`config.mk`:
```
export PLATFORM = sky130hd
export DESIGN_NAME = regfile_mp
export DESIGN_NICKNAME = d
export VERILOG_FILES = /design/src/rtl/regfile_pkg.sv /design/src/rtl/regfile_scoreboard.sv /design/src/rtl/regfile_mp.sv
export SDC_FILE = /design/constraint.sdc
export NUM_CORES = 2
export LEC_CHECK = 0
export CAP_MARGIN = 30
export CORE_ASPECT_RATIO = 1.75
export CORE_UTILIZATION = 41
export CTS_BUF_LIST = sky130_fd_sc_hd__clkbuf_8
export CTS_CLUSTER_SIZE = 40
export DETAILED_ROUTE_END_ITERATION = 8
export GPL_TIMING_DRIVEN = 0
export PLACE_DENSITY = 0.63
export SETUP_SLACK_MARGIN = 0.02
export SKIP_CTS_REPAIR_TIMING = 1
export SYNTH_ARGS = -nofsm -noshare
export SYNTH_HDL_FRONTEND = slang
export SYNTH_SLANG_ARGS = --single-unit
```
`constraint.sdc`:
```
create_clock -name clk -period 3.3 [get_ports clk]
set_input_delay 0.33 -clock clk [delete_from_list [all_inputs] [get_ports clk]]
set_output_delay 0.33 -clock clk [all_outputs]
set_load 0.02 [all_outputs]
```
`src/rtl/regfile_pkg.sv`:
```
// Shared defaults and types for the multi-port register file.
package regfile_pkg;

    localparam int unsigned NREG_DEFAULT   = 16;
    localparam int unsigned PC_IDX_DEFAULT = 15;
    localparam int unsigned DATA_W_DEFAULT = 32;
    localparam int unsigned AW_DEFAULT     = $clog2(NREG_DEFAULT);

    typedef logic [AW_DEFAULT-1:0] reg_addr_t;

endpackage

```
`src/rtl/regfile_scoreboard.sv`:
```
// Per-register pending bits: set from decode, cleared by writeback commits.
// A set and a clear to the same register on one edge leaves the bit set.
module regfile_scoreboard
    import regfile_pkg::*;
#(
    parameter int unsigned NREG   = NREG_DEFAULT,
    parameter int unsigned NRD    = 3,
    parameter int unsigned PC_IDX = PC_IDX_DEFAULT,
    localparam int unsigned AW    = $clog2(NREG)
) (
    input  logic                    clk,
    input  logic                    rst_n,
    input  logic                    clr_en0,
    input  logic [AW-1:0]           clr_addr0,
    input  logic                    clr_en1,
    input  logic [AW-1:0]           clr_addr1,
    input  logic                    set_en,
    input  logic [AW-1:0]           set_addr,
    input  logic [NRD-1:0][AW-1:0]  lk_addr,
    output logic [NRD-1:0]          lk_busy
);

    localparam logic [AW-1:0] PC_A = AW'(PC_IDX);

    logic [NREG-1:0] pend_q, pend_d;

    // Next pending state: clears first, then set so it takes precedence.
    always_comb begin
        pend_d = pend_q;
        if (clr_en0) pend_d[clr_addr0] = 1'b0;
        if (clr_en1) pend_d[clr_addr1] = 1'b0;
        if (set_en && (set_addr != PC_A)) pend_d[set_addr] = 1'b1;
    end

    // Pending bit register.
    always_ff @(posedge clk or negedge rst_n) begin
        if (!rst_n) pend_q <= '0;
        else        pend_q <= pend_d;
    end

    // Lookups see the pre-update value; the PC never reports busy.
    for (genvar i = 0; i < NRD; i++) begin : g_lk
        assign lk_busy[i] = (lk_addr[i] == PC_A) ? 1'b0 : pend_q[lk_addr[i]];
    end

endmodule

```
`src/rtl/regfile_mp.sv`:
```
// Multi-port register file: NRD combinational reads with PC substitution,
// two prioritised write ports, optional write-through bypass and a
// pending-register scoreboard.
module regfile_mp
    import regfile_pkg::*;
#(
    parameter int unsigned DATA_W = DATA_W_DEFAULT,
    parameter int unsigned NREG   = NREG_DEFAULT,
    parameter int unsigned NRD    = 3,
    parameter int unsigned PC_IDX = PC_IDX_DEFAULT,
    parameter bit          BYPASS = 1'b1,
    localparam int unsigned AW    = $clog2(NREG)
) (
    input  logic                       clk,
    input  logic                       rst_n,
    input  logic [NRD-1:0][AW-1:0]     ra,
    output logic [NRD-1:0][DATA_W-1:0] rd,
    output logic [NRD-1:0]             rd_busy,
    input  logic [DATA_W-1:0]          pc_in,
    input  logic                       we0,
    input  logic [AW-1:0]              wa0,
    input  logic [DATA_W-1:0]          wd0,
    input  logic                       we1,
    input  logic [AW-1:0]              wa1,
    input  logic [DATA_W-1:0]          wd1,
    input  logic                       sb_set,
    input  logic [AW-1:0]              sb_addr,
    output logic                       pc_wr_valid,
    output logic [DATA_W-1:0]          pc_wr_data,
    output logic                       wr_collide
);

    localparam logic [AW-1:0] PC_A = AW'(PC_IDX);

    // The PC entry is never written, so it stays a constant zero.
    logic [DATA_W-1:0] mem [NREG];

    logic              same_addr;
    logic              commit0, commit1;
    logic              pc_hit0, pc_hit1;
    logic              pc_wr_valid_d, wr_collide_d;
    logic [DATA_W-1:0] pc_wr_data_d;

    // Commit decode: port 0 wins a same-register collision, PC is never stored.
    always_comb begin
        same_addr     = we0 && we1 && (wa0 == wa1);
        pc_hit0       = we0 && (wa0 == PC_A);
        pc_hit1       = we1 && (wa1 == PC_A);
        commit0       = we0 && !pc_hit0;
        commit1       = we1 && !pc_hit1 && !same_addr;
        wr_collide_d  = same_addr;
        pc_wr_valid_d = pc_hit0 || pc_hit1;
        pc_wr_data_d  = pc_wr_data;
        if (pc_hit0)      pc_wr_data_d = wd0;
        else if (pc_hit1) pc_wr_data_d = wd1;
    end

    // Register storage.
    always_ff @(posedge clk or negedge rst_n) begin
        if (!rst_n) begin
            for (int r = 0; r < NREG; r++) mem[r] <= '0;
        end else begin
            if (commit0) mem[wa0] <= wd0;
            if (commit1) mem[wa1] <= wd1;
        end
    end

    // Single-cycle status pulses and the captured PC write data.
    always_ff @(posedge clk or negedge rst_n) begin
        if (!rst_n) begin
            pc_wr_valid <= 1'b0;
            pc_wr_data  <= '0;
            wr_collide  <= 1'b0;
        end else begin
            pc_wr_valid <= pc_wr_valid_d;
            pc_wr_data  <= pc_wr_data_d;
            wr_collide  <= wr_collide_d;
        end
    end

    // Read muxes: PC substitution, then optional bypass, then storage.
    for (genvar i = 0; i < NRD; i++) begin : g_rd
        logic hit0, hit1;
        assign hit0  = BYPASS && we0 && (wa0 == ra[i]);
        assign hit1  = BYPASS && we1 && (wa1 == ra[i]);
        assign rd[i] = (ra[i] == PC_A) ? pc_in :
                       hit0            ? wd0   :
                       hit1            ? wd1   : mem[ra[i]];
    end

    regfile_scoreboard #(
        .NREG   (NREG),
        .NRD    (NRD),
        .PC_IDX (PC_IDX)
    ) u_sb (
        .clk       (clk),
        .rst_n     (rst_n),
        .clr_en0   (commit0),
        .clr_addr0 (wa0),
        .clr_en1   (commit1),
        .clr_addr1 (wa1),
        .set_en    (sb_set),
        .set_addr  (sb_addr),
        .lk_addr   (ra),
        .lk_busy   (rd_busy)
    );

endmodule

```
==> flow_metrics.py <==
metrics = {
    "status": {
        "outcome": "finished, violations left",
        "violations": "hold timing, setup timing",
    },
    "power": {
        "p_int_mw": 16.7,
        "p_clk_frac": 0.252,
        "p_leak_nw": 19.3,
        "ir_drop_v": 0.000345,
        "swShare": 0.366,
        "p_switching_mw": 9.63,
        "power.total_mw": 26.3,
        "power_density_mw_per_mm2": 549,
        "p_comb_frac": 0.357,
        "seq_power_share": 0.391,
    },
    "synthesis": {
        "yosysSeqAreaShare": 0.348,
        "synthFlopType": "dfrtp_1",
        "ys_types": 43,
        "syn_inst": 3869,
        "yosys_register_bits": 562,
        "postSynthAreaPerCell_um2": 10.5,
        "synth_area_mm2": 0.0405,
        "syn_nets": 3994,
        "yosysWarnings": 0,
        "async_flop_share": 1.00,
        "synth_edf_count": 0,
    },
    "drt": {
        "avgRoutedWirePerCell_um": 36.8,
        "drtIter0Drc": 5109,
        "vias": 38500,
        "drc": 0,
        "via_per_inst": 6.85,
        "dr.pass1.iters": 8,
        "ant_nets": 0,
        "wl_mm": 207,
    },
    "cells_and_area": {
        "final_common_cell": "dfrtp_1",
        "final_cell_mix": "562 x dfrtp_1, 514 x mux2i_1, 494 x nor2_1, 399 x mux4_2, 350 x a21oi_1",
        "area_growth_pct": 18.5,
        "nNetsFinal": 4366,
        "drive_above_1_share": 0.252,
    },
    "sta": {
        "slew_headroom": 0.236,
        "finalCritPeriodShare": 1.10,
        "holdWs_ns": -0.0531,
        "drv_slew": 0,
        "finClkSkew_ns": 0,
        "fmax_mhz": 275,
        "worstMarginPinSlew_ns": 1.15,
        "fin_ws_ns": -0.331,
        "setup_viol": 12,
        "hold_violations": 20,
        "grt_setup_unrepaired": "yes",
        "fin_crit_ns": 3.63,
    },
    "die": {
        "ios": 258,
        "core_mm2": 0.0979,
        "num_rows": 152,
        "start_util": 0.413,
        "die_h_um": 418,
        "die_w_um": 239,
        "die_area_mm2": 0.100,
    },
    "critical_path": {
        "rrSetupSlack_ns": 2.38,
        "crit_required_ns": 2.97,
        "timing.critical_path.to": "rd[80]",
        "worstSetupPathType": "primary input to primary output",
        "startpoint": "ra[10]",
        "cp-start-kind": "primary input",
        "r2r-start": "mem[128]$_DFF_PN0_",
        "reg2reg_to": "mem[128]$_DFF_PN0_",
        "end_kind": "primary output",
        "rr_worst_depth": 2,
        "cp_max_fo": 10,
        "arrival_ns": 3.30,
    },
    "placement": {
        "gp_congestion": 1.04,
        "post-place-ws_ns": -1.65,
        "dp_hpwl_mm": 149,
        "port-buffer-count": 177,
    },
    "cts": {
        "cts_made_buffers": 90,
        "htreeDepth": 3,
        "clock_path_buffers": 3,
        "clkTransAtPathRegs_ns": 0.07,
        "cts-root-buf": "clkbuf_8",
        "worst_skew_pair.late_latency_ns": 0.79,
        "clkSinkCount": 562,
        "tritoncts": "yes",
    },
    "worst_hold_path": {
        "hp-class": "primary input to flop",
        "hold_depth": 3,
    },
    "global_routing": {
        "globalRoute.totalOverflow": 0,
        "antenna_found_initial": 12,
        "grt_max_degree": 111,
        "grt_pass1_vias": 37900,
        "grt_usage": 0.415,
        "grt_pass1_wl_mm": 288,
    },
    "job": {
        "maxCapViolations": 0,
    },
}
==> critical path: stages <==
cell and delay, ns:
buf_2 0.27, nor2b_1 0.18, clkbuf_1 0.45, clkbuf_1 0.84
a22oi_1 0.23, nand2_1 0.16, o221a_2 0.21, clkdlybuf4s50_1 0.60
==> layout make-up <==
class	count	area, µm²
tap	1309	1640
timing repair buffer	291	3450
clock buffer	111	1530
multi-input combinational	2772	24100
sequential	562	14100
inverter	9	33.8
antenna	11	27.5
fill	9034	50000
buffer	515	2770
clock inverter	50	313
==> power groups by stage <==
stage | sequential [mW] | clock [mW] | combinational, mW
final | 10.3 | 6.64 | 9.39
after global routing | 10.5 | 6.86 | 9.81
after CTS | 10.2 | 6.58 | 9.13
after detailed placement | 10.3 | 0 | 9.11
after global placement | 10.2 | 0 | 8.88
after floorplan | 9.84 | 0 | 6.06
==> metal layers <==
metal	track usage	vias up	share of wire
met5	0.00795	-	0.000097
met4	0.388	2	0.12
met3	0.140	1164	0.12
met2	0.635	3289	0.45
met1	0.450	19000	0.32
li1	-	15100	-
==> synthesized netlist by cell type (22+ instances only) <==
cell | count | area, µm²
dfrtp_1 | 562 | 14100
mux2i_1 | 514 | 5140
nor2_1 | 494 | 1850
mux4_2 | 399 | 8990
a21oi_1 | 350 | 1750
nand2_1 | 339 | 1270
clkbuf_1 | 273 | 1020
o21ai_0 | 221 | 1110
a22oi_1 | 188 | 1410
buf_2 | 185 | 926
o221a_2 | 91 | 1020
a21oi_2 | 36 | 315
buf_1 | 35 | 131
xor2_1 | 22 | 193
==> worst min-delay path by stage <==
stage | start | end | slack (ns)
after CTS | rst_n | mem[285]$_DFF_PN0_ | -0.51
after global routing | wd1[8] | mem[264]$_DFF_PN0_ | 0.0005
final | wd1[9] | mem[361]$_DFF_PN0_ | -0.05
after floorplan | rst_n | mem[0]$_DFF_PN0_ | 0.03
after detailed placement | rst_n | mem[189]$_DFF_PN0_ | 0.37
after global placement | mem[31]$_DFF_PN0_ | mem[31]$_DFF_PN0_ | 0.47
==> metrics by stage <==
step	utilization	TNS (ns)	instance area, µm²	std cells
finish	0.490	-0.585	48000	5630
global route	0.489	-0.230	47900	5621
CTS	0.477	-132.32	46700	5581
detailed placement	0.458	-132.18	44900	5420
global placement	0.448	-	43900	5355
floorplan	-	0	40500	3869
==> logic make-up (layout without fill, tap and decap cells) <==
logic type / Yosys count / in the layout / share of synthesized area
xor+xnor: 28 / 28 / 0.00606
other cells: 0 / 11 / 0
simple gates: 903 / 903 / 0.0896
mux: 913 / 913 / 0.349
compound gates: 928 / 928 / 0.148
buf+inv: 535 / 976 / 0.0597
flops: 562 / 562 / 0.348
==> flip-flops by register name (all words and copies together) (netlist names) <==
register / cells
mem: 512
pc_wr_data: 32
u_sb.pend_q: 16
pc_wr_valid: 1
wr_collide: 1
Note: power is estimated with default switching activity, not from simulation.
